==> config.mk <==
export PLATFORM = sky130hd
export DESIGN_NAME = ccu_snoop_fanout
export DESIGN_NICKNAME = d
export VERILOG_FILES = /design/src/rtl/ccu_snoop_fanout_pkg.sv /design/src/rtl/ccu_cr_merge.sv /design/src/rtl/ccu_snoop_fanout.sv
export SDC_FILE = /design/constraint.sdc
export NUM_CORES = 1
export LEC_CHECK = 0
export ABC_AREA = 0
export BUFFER_PORTS_ARGS = -buffer_cell sky130_fd_sc_hd__buf_2
export CAP_MARGIN = 20
export CORE_AREA = 4 4 225 227
export DETAILED_ROUTE_END_ITERATION = 6
export DIE_AREA = 0 0 229 231
export GPL_TIMING_DRIVEN = 0
export RECOVER_POWER = 100
export SLEW_MARGIN = 5
export SYNTH_ARGS = -nofsm -noshare
export SYNTH_HDL_FRONTEND = slang
export SYNTH_SLANG_ARGS = --single-unit
export TNS_END_PERCENT = 100
==> constraint.sdc <==
create_clock -name clk_i -period 1.9 [get_ports clk_i]
set_input_delay 0.285 -clock clk_i [delete_from_list [all_inputs] [get_ports clk_i]]
set_output_delay 0.285 -clock clk_i [all_outputs]
set_load 0.02 [all_outputs]
==> src/rtl/ccu_snoop_fanout_pkg.sv <==
// Shared types for the CCU snoop fan-out: snoop channel structs, FSM states
// and the CR response merge helper.
package ccu_snoop_fanout_pkg;

  typedef struct packed {
    logic [31:0] addr;
    logic [3:0]  snoop;
    logic [2:0]  prot;
  } ac_chan_t;

  // Field order mirrors CRRESP[4:0]: WasUnique, IsShared, PassDirty, Error, DataTransfer.
  typedef struct packed {
    logic was_unique;
    logic is_shared;
    logic pass_dirty;
    logic error;
    logic data_transfer;
  } cr_resp_t;

  typedef struct packed {
    logic [63:0] data;
    logic        last;
  } cd_chan_t;

  typedef struct packed {
    logic     ac_valid;
    ac_chan_t ac;
    logic     cr_ready;
    logic     cd_ready;
  } snoop_req_t;

  typedef struct packed {
    logic     ac_ready;
    logic     cr_valid;
    cr_resp_t cr_resp;
    logic     cd_valid;
    cd_chan_t cd;
  } snoop_resp_t;

  typedef enum logic [1:0] {StIdle, StCrCollect, StCrResp, StCdFwd} ccu_fanout_state_e;

  // OR-reduced fields come from `ored`; PassDirty is taken from the selected
  // data source and only when some master transfers data.
  function automatic cr_resp_t crresp_merge(input cr_resp_t ored, input cr_resp_t sel_resp);
    cr_resp_t r;
    r            = ored;
    r.pass_dirty = ored.data_transfer & sel_resp.pass_dirty;
    return r;
  endfunction

endpackage

==> src/rtl/ccu_cr_merge.sv <==
// Combinational merge of the stored per-master CR responses: picks the CD
// source, the set of CD bursts to drain and the merged upstream response.
module ccu_cr_merge
  import ccu_snoop_fanout_pkg::*;
#(
  parameter int unsigned NoMstPorts = 4,
  parameter int unsigned IdxW       = (NoMstPorts > 1) ? $clog2(NoMstPorts) : 1
) (
  input  cr_resp_t                cr_i [NoMstPorts],
  input  logic [NoMstPorts-1:0]   tgt_i,
  output cr_resp_t                resp_o,
  output logic [IdxW-1:0]         sel_o,
  output logic [NoMstPorts-1:0]   drain_o
);

  cr_resp_t ored;
  logic     found_pd;
  logic     found_dt;

  // Prefer the lowest clean dirty owner, else the lowest master sending data.
  always_comb begin
    ored     = '0;
    sel_o    = '0;
    found_pd = 1'b0;
    found_dt = 1'b0;
    drain_o  = '0;
    for (int i = 0; i < NoMstPorts; i++) begin
      if (tgt_i[i]) ored = cr_resp_t'(ored | cr_i[i]);
    end
    for (int i = 0; i < NoMstPorts; i++) begin
      if (tgt_i[i] && cr_i[i].data_transfer && cr_i[i].pass_dirty && !cr_i[i].error &&
          !found_pd) begin
        sel_o    = IdxW'(i);
        found_pd = 1'b1;
      end
    end
    if (!found_pd) begin
      for (int i = 0; i < NoMstPorts; i++) begin
        if (tgt_i[i] && cr_i[i].data_transfer && !found_dt) begin
          sel_o    = IdxW'(i);
          found_dt = 1'b1;
        end
      end
    end
    resp_o = crresp_merge(ored, cr_i[sel_o]);
    for (int i = 0; i < NoMstPorts; i++) begin
      drain_o[i] = tgt_i[i] & cr_i[i].data_transfer & (IdxW'(i) != sel_o);
    end
  end

endmodule

==> src/rtl/ccu_snoop_fanout.sv <==
// Snoop fan-out: broadcasts one AC to the masked cached masters, merges their
// CR responses and forwards a single CD burst while draining the others.
module ccu_snoop_fanout
  import ccu_snoop_fanout_pkg::*;
#(
  parameter int unsigned NoMstPorts       = 4,
  parameter int unsigned DataBeats        = 4,
  parameter type         mst_snoop_req_t  = snoop_req_t,
  parameter type         mst_snoop_resp_t = snoop_resp_t,
  parameter type         domain_mask_t    = logic [NoMstPorts-1:0]
) (
  input  logic            clk_i,
  input  logic            rst_ni,
  input  mst_snoop_req_t  slv_snoop_req_i,
  output mst_snoop_resp_t slv_snoop_resp_o,
  input  domain_mask_t    domain_mask_i,
  output mst_snoop_req_t  mst_snoop_req_o [NoMstPorts],
  input  mst_snoop_resp_t mst_snoop_resp_i [NoMstPorts]
);

  localparam int unsigned IdxW = (NoMstPorts > 1) ? $clog2(NoMstPorts) : 1;

  if (NoMstPorts < 1) begin : g_bad_ports
    $error("NoMstPorts must be at least 1");
  end
  if (DataBeats < 1) begin : g_bad_beats
    $error("DataBeats must be at least 1");
  end

  ccu_fanout_state_e     state_q, state_d;
  logic [NoMstPorts-1:0] sent_q, sent_d, got_q, got_d, tgt_q, tgt_d;
  logic [NoMstPorts-1:0] drain_q, drain_d, drained_q, drained_d;
  logic [IdxW-1:0]       sel_q, sel_d;
  logic                  sel_done_q, sel_done_d;
  cr_resp_t              merged_q, merged_d;
  cr_resp_t              cr_q [NoMstPorts];
  cr_resp_t              cr_d [NoMstPorts];

  cr_resp_t              mrg_resp;
  logic [IdxW-1:0]       mrg_sel;
  logic [NoMstPorts-1:0] mrg_drain;
  logic [NoMstPorts-1:0] ac_hs;
  logic                  clear;

  ccu_cr_merge #(
    .NoMstPorts (NoMstPorts),
    .IdxW       (IdxW)
  ) u_cr_merge (
    .cr_i    (cr_q),
    .tgt_i   (tgt_q),
    .resp_o  (mrg_resp),
    .sel_o   (mrg_sel),
    .drain_o (mrg_drain)
  );

  // Next-state and handshake logic for the four transaction phases.
  always_comb begin
    state_d          = state_q;
    sent_d           = sent_q;
    got_d            = got_q;
    tgt_d            = tgt_q;
    drain_d          = drain_q;
    drained_d        = drained_q;
    sel_d            = sel_q;
    sel_done_d       = sel_done_q;
    merged_d         = merged_q;
    cr_d             = cr_q;
    ac_hs            = '0;
    clear            = 1'b0;
    slv_snoop_resp_o = '0;
    for (int i = 0; i < NoMstPorts; i++) begin
      mst_snoop_req_o[i]    = '0;
      mst_snoop_req_o[i].ac = slv_snoop_req_i.ac;
    end

    unique case (state_q)
      StIdle: begin
        if (slv_snoop_req_i.ac_valid) begin
          for (int i = 0; i < NoMstPorts; i++) begin
            mst_snoop_req_o[i].ac_valid = domain_mask_i[i] & ~sent_q[i];
            ac_hs[i] = mst_snoop_req_o[i].ac_valid & mst_snoop_resp_i[i].ac_ready;
          end
          sent_d = sent_q | ac_hs;
          // Accept upstream once every selected port has taken the request.
          if (((sent_q | ac_hs) & domain_mask_i) == domain_mask_i) begin
            slv_snoop_resp_o.ac_ready = 1'b1;
            tgt_d   = domain_mask_i;
            sent_d  = '0;
            got_d   = '0;
            for (int i = 0; i < NoMstPorts; i++) cr_d[i] = '0;
            state_d = StCrCollect;
          end
        end
      end
      StCrCollect: begin
        for (int i = 0; i < NoMstPorts; i++) begin
          mst_snoop_req_o[i].cr_ready = tgt_q[i] & ~got_q[i];
          if (mst_snoop_req_o[i].cr_ready && mst_snoop_resp_i[i].cr_valid) begin
            cr_d[i]  = mst_snoop_resp_i[i].cr_resp;
            got_d[i] = 1'b1;
          end
        end
        if (got_q == tgt_q) begin
          merged_d = mrg_resp;
          sel_d    = mrg_sel;
          drain_d  = mrg_drain;
          state_d  = StCrResp;
        end
      end
      StCrResp: begin
        slv_snoop_resp_o.cr_valid = 1'b1;
        slv_snoop_resp_o.cr_resp  = merged_q;
        if (slv_snoop_req_i.cr_ready) begin
          if (merged_q.data_transfer) begin
            state_d = StCdFwd;
          end else begin
            state_d = StIdle;
            clear   = 1'b1;
          end
        end
      end
      StCdFwd: begin
        slv_snoop_resp_o.cd       = mst_snoop_resp_i[sel_q].cd;
        slv_snoop_resp_o.cd_valid = mst_snoop_resp_i[sel_q].cd_valid & ~sel_done_q;
        for (int i = 0; i < NoMstPorts; i++) begin
          if (IdxW'(i) == sel_q) begin
            mst_snoop_req_o[i].cd_ready = slv_snoop_req_i.cd_ready & ~sel_done_q;
          end else begin
            // Drained beats are accepted and dropped.
            mst_snoop_req_o[i].cd_ready = drain_q[i] & ~drained_q[i];
            if (mst_snoop_req_o[i].cd_ready && mst_snoop_resp_i[i].cd_valid &&
                mst_snoop_resp_i[i].cd.last) begin
              drained_d[i] = 1'b1;
            end
          end
        end
        if (slv_snoop_resp_o.cd_valid && slv_snoop_req_i.cd_ready &&
            mst_snoop_resp_i[sel_q].cd.last) begin
          sel_done_d = 1'b1;
        end
        if (sel_done_d && (drained_d == drain_q)) begin
          state_d = StIdle;
          clear   = 1'b1;
        end
      end
      default: state_d = StIdle;
    endcase

    if (clear) begin
      sent_d     = '0;
      got_d      = '0;
      tgt_d      = '0;
      drain_d    = '0;
      drained_d  = '0;
      sel_done_d = 1'b0;
    end
  end

  // State and bookkeeping registers.
  always_ff @(posedge clk_i or negedge rst_ni) begin
    if (!rst_ni) begin
      state_q    <= StIdle;
      sent_q     <= '0;
      got_q      <= '0;
      tgt_q      <= '0;
      drain_q    <= '0;
      drained_q  <= '0;
      sel_q      <= '0;
      sel_done_q <= 1'b0;
      merged_q   <= '0;
      for (int i = 0; i < NoMstPorts; i++) cr_q[i] <= '0;
    end else begin
      state_q    <= state_d;
      sent_q     <= sent_d;
      got_q      <= got_d;
      tgt_q      <= tgt_d;
      drain_q    <= drain_d;
      drained_q  <= drained_d;
      sel_q      <= sel_d;
      sel_done_q <= sel_done_d;
      merged_q   <= merged_d;
      for (int i = 0; i < NoMstPorts; i++) cr_q[i] <= cr_d[i];
    end
  end

endmodule

# Yosys cells after proc, flatten, opt, wreduce, memory -nomap -nowiden
# Index checks and enable logic that the tools add are counted.
# totals
out_inout_bits,241
elab_cells,287
ff_bits,50
in_bits,340
# classes
n_lt_le_gt_ge,2
n_eq_ne,27
reduce_logical,67
n_mux,108
bitwise,47
# op_table
operator,n
$mux 66,3
$bmux 73 s2,1
$mux 4,16
$mux 1,57
$mux 20,2
$mux 5,8
$pmux 20 s2,1
$logic_and 1x1->1,33
$reduce_and 4->1,8
$and 1x1->1,27
$mux 2,13
$ne 2x2->1 const B,9
$ne 3x3->1 const B,6
$reduce_bool 2->1,8
$or 5x5->5,3
$not 1->1,13
$eq 4x4->1,3
$bmux 5 s2,1
$logic_not 1->1,10
$pmux 2 s4,1
$pmux 4 s2,1
$ge 3x3->1 const B,2
$mux 3,2
$mux 6,1
other kinds (15),22

# Longest topological paths before layout
# logic_depth
depth_word,31
mapped_depth,8
mapped_depth_nobuf,6

# Modules after synthesis
# A second synthesis with hierarchy kept.
# hier_totals
cells_unflattened,617
hier_area_um2,6063.3
# by_module_without_submodules
mod,cells_each,area_each_um2,instances,seq_area_each_um2
ccu_snoop_fanout,573,5753.0,1,1251.2
ccu_cr_merge,44,310.3,1,0.0

# Worst setup path after synthesis
# Ideal clock, no wire load.
# synth_timing
kind,flip-flop to output port
from,reg sel_q[0]
to,out slv_snoop_resp_o[10] (netlist name)
path_buffers,2
required_ns,1.615
path_slack_ns,0.047
arrival_ns,1.568
stages_incl_launch_ff,5
cell_sequence,dfrtp_1 -> buf_4 -> buf_2 -> mux4_2 -> and2_1
# synth_rtl
item,line_no,text
from (decl),ccu_snoop_fanout.sv:33,"logic [IdxW-1:0] sel_q, sel_d;"
from (signal assigned),ccu_snoop_fanout.sv:179,sel_q <= sel_d;
to (decl),ccu_snoop_fanout.sv:15,"output mst_snoop_resp_t slv_snoop_resp_o,"

==> metrics <==
run status=finished with violations; violations in the final reports=setup timing; utilization after layout=0.230; cell area after synthesis=0.00597 mm2; Critical Path End Type=output pin; clock insertion delay at the later pin of the skew report=0.30 ns; area post-placement=0.00948 mm2; smallest hold slack=0.171 ns; ratio of cells with drive above 1 in the final layout=0.673; Critical Path Slowest Stage Cell=sky130_fd_sc_hd__mux4_2; Synth Area in XOR/XNOR=0; Total Routing Usage GR=0.128; height of the chip=231 um; count of flip-flops with a built-in enable after synthesis=0; Final Cycle Share=1.19; average cell area after synthesis=9.51 um2; number of iterations in the first detailed-routing pass=5; overall via count from detail_route=7273; time the final worst path needs with I/O delays and setup=2.25 ns; CTS Sinks=50; main combinational cell family by area after synthesis=multiplexers; fill cell total of the finished layout=5350; highest cell delay on the worst timing path=0.59 ns; clock input transition at the sequential cells of the worst setup and hold paths=0.08 ns; first-pass GRT wire length=50500 um; number of antenna violations at the first check in global routing=10; vias per inst=3.93; distinct cell type count after synthesis=52; Top Ports=581; cell types with the largest area share after synthesis=sky130_fd_sc_hd__mux4_2 25%, sky130_fd_sc_hd__dfrtp_1 21%, sky130_fd_sc_hd__buf_4 20%, sky130_fd_sc_hd__and2_1 8.3%, sky130_fd_sc_hd__nand2_1 4.1%; number of nets with antenna violations after routing=0; Final Net Count=1570; simple-gate share of the synthesized area=0.194; average wire per standard cell=20.2 um; full die area=0.0529 mm2; number of warnings printed during yosys synthesis=0; Layout area overhead=87.0%; drt initial violations=406; count of input and output buffers=541; Data required, critical path=1.62 ns; CTS tree=done; root buffer cell=sky130_fd_sc_hd__clkbuf_16; most common cell after layout, fill and taps aside=sky130_fd_sc_hd__buf_2; Static Leakage=5.09 nW; gpl congestion=0.985; DRC Markers=0; deepest level of the CTS H-tree=2; setup slack, reg-to-reg=-0.17 ns; register bit count reported by yosys=50; die width=229 um; Relative slew margins=0.303; most used cells in the layout excluding fill and tap cells=306 x sky130_fd_sc_hd__buf_2, 193 x sky130_fd_sc_hd__buf_4, 159 x sky130_fd_sc_hd__clkbuf_1, 90 x sky130_fd_sc_hd__buf_6, 70 x sky130_fd_sc_hd__and2_4; capturing instance or port of the critical path=slv_snoop_resp_o[43]; Final WS setup=-0.354 ns; count of standard-cell rows=81; number of max-slew violations in the final report=0; vias in the first global route=7252; RSZ-0062 raised after global routing=yes; most frequent cell on the critical path=sky130_fd_sc_hd__buf_12; Synth Area in Compound Gates=0.0844; Sequential Area=0.00126 mm2; CP arrival=1.97 ns; setup violation total in the final timing report=112; Seq/Total Area, Yosys=0.209; Worst R2R End=got_q[2]$_DFFE_PN0P_; worst setup skew after layout=0.0121 ns; maximum number of buffers from clock root to sink=2; detailed placer's ending HPWL=31400 um; CORE AREA=0.0486 mm2; f_max=444 MHz; maximum vdd drop=0.698 mV; type of the setup path with the least slack=flop to output pin; total detailed-routing wirelength=37400 um; dominant cell type by area after synthesis=sky130_fd_sc_hd__mux4_2; critical path, cell by cell=buf_12 -> buf_12 -> mux4_2 -> and2_4 -> buf_6; critical path startpoint=sel_q[0]$_DFFE_PN0P_; number of buffers inserted during clock tree synthesis=5; Primary FF master, synth=sky130_fd_sc_hd__dfrtp_1; count of final hold-check violations=0; Post-Synthesis Cells=628; cells on worst reg2reg path=9; kind of path behind the tightest hold check=input port to flop; mux cell area share after synthesis=0.269; top cell type's share of synthesized area=0.249; share of synthesized cell area in full adder, half adder and majority cells=0.00838; area of the multi-input gates=0.00377 mm2; launch instance of the worst register-to-register path=sel_q[0]$_DFFE_PN0P_; Starting Density=0.123; count of placed standard cells including taps=1792; largest net degree at the start of global routing=34; slew at the pin closest to its max-slew limit=1.05 ns; P per Cell Area=1210 mW/mm2; number of standard cells in the layout, taps in and fillers out=1852; finished layout cell area=0.0112 mm2; Async SR Flop Fraction=1.00; critical path peak fanout=8; type of origin of the critical path=flop; number of violations of the max-capacitance limit=0; Synthesized Nets=972; GR Overflow Total=0
## layout make-up
cell class	count	area share
Antenna cell	3	0.000672
Sequential cell	50	0.112
Timing Repair Buffer	596	0.321
Multi-Input combinational cell	367	0.338
Clock inverter	3	0.00426
Buffer	188	0.137
Inverter	18	0.00627
Tap cell	622	0.0697
Clock buffer	5	0.0112
## routing by layer
metal,up-vias,GRT usage,part of all wire
met5,-,0,0.0015
met4,10,0.0266,0.019
met3,42,0.0313,0.072
met2,356,0.211,0.48
met1,3581,0.170,0.43
li1,3284,-,-
## power breakdown
group          internal, mW  total, mW  switching [mW]
Combinational          5.55       10.7            5.13
Sequential             1.45       1.81           0.357
Clock                 0.630       1.08           0.449
## worst max-delay path: cells and delay by family (launching register included)
family | cells | cell delay [ns]
muxes | 1 | 0.59
buffers and inverters | 3 | 0.47
DFF | 1 | 0.43
and+or+nand+nor | 1 | 0.18
## sequential cells by signal (all words and copies together) (netlist names)
| signal | cells |
|---|---|
| drained_q | 4 |
| sel_done_q | 1 |
| drain_q | 4 |
| sel_q | 2 |
| merged_q | 5 |
| state_q | 2 |
| cr_q | 20 |
| tgt_q | 4 |
| got_q | 4 |
| sent_q | 4 |
## how the worst min path moves through the flow
| stage | start | endpoint | slack [ns] | depth (start not counted) |
|---|---|---|---|---|
| detailed placement | rst_ni | cr_q[3]$_DFFE_PN0P_ | 0.27 | 1 |
| global placement | mst_snoop_resp_i[142] | cr_q[8]$_DFFE_PN0P_ | 0.48 | 3 |
| floorplan | rst_ni | cr_q[0]$_DFFE_PN0P_ | -0.01 | 0 |
| CTS | mst_snoop_resp_i[70] | cr_q[4]$_DFFE_PN0P_ | 0.17 | 3 |
| global route | mst_snoop_resp_i[70] | cr_q[4]$_DFFE_PN0P_ | 0.18 | 3 |
| finish | mst_snoop_resp_i[70] | cr_q[4]$_DFFE_PN0P_ | 0.17 | 3 |
## kinds of logic (layout without fill, tap and decap cells)
logic type	count (synthesis)	in the layout
AOI/OAI and AO/OA	71	71
buffers and inverters	211	810
other	0	3
DFF	50	50
muxes	78	78
adders and majority gates	4	4
and+or+nand+nor	214	214
## Yosys cell counts (all sizes together) (2+ instances only)
cell type  number
nor2b           7
and3            5
o22ai           4
inv            18
buf           173
dfrtp          50
nand3b          3
nand4b          4
ha              4
nand2          65
a21oi          16
o21ai          12
a22oi           7
mux2i          12
and2           79
nor2           13
nor3b           8
clkbuf         20
a31oi           8
nor3            2
nand2b          4
or2             2
a211o           4
o2111ai         2
a211oi          4
mux4           66
o211ai          2
nand3          17
## stage by stage
step / total power, mW / setup TNS (ns) / setup WS (ns)
3_3_place_gp: 9.11 / -52.61 / -0.721
4_1_cts: 13.0 / -30.67 / -0.399
2_1_floorplan: 6.39 / 0 / 0.0470
6_report: 13.6 / -22.90 / -0.354
3_5_place_dp: 9.18 / -54.65 / -0.684
5_1_grt: 14.3 / -32.14 / -0.417
## timing repair
action                                 in CTS  in global routing
gates cloned                                8                  0
hold buffers                                1                  0
setup buffers                              32                 16
endpoints found under the hold margin      17                  0
pin swaps                                  41                 25
setup endpoints to repair                 133                128
gates resized for setup                   288                113
(Power assumes the default switching activity.)
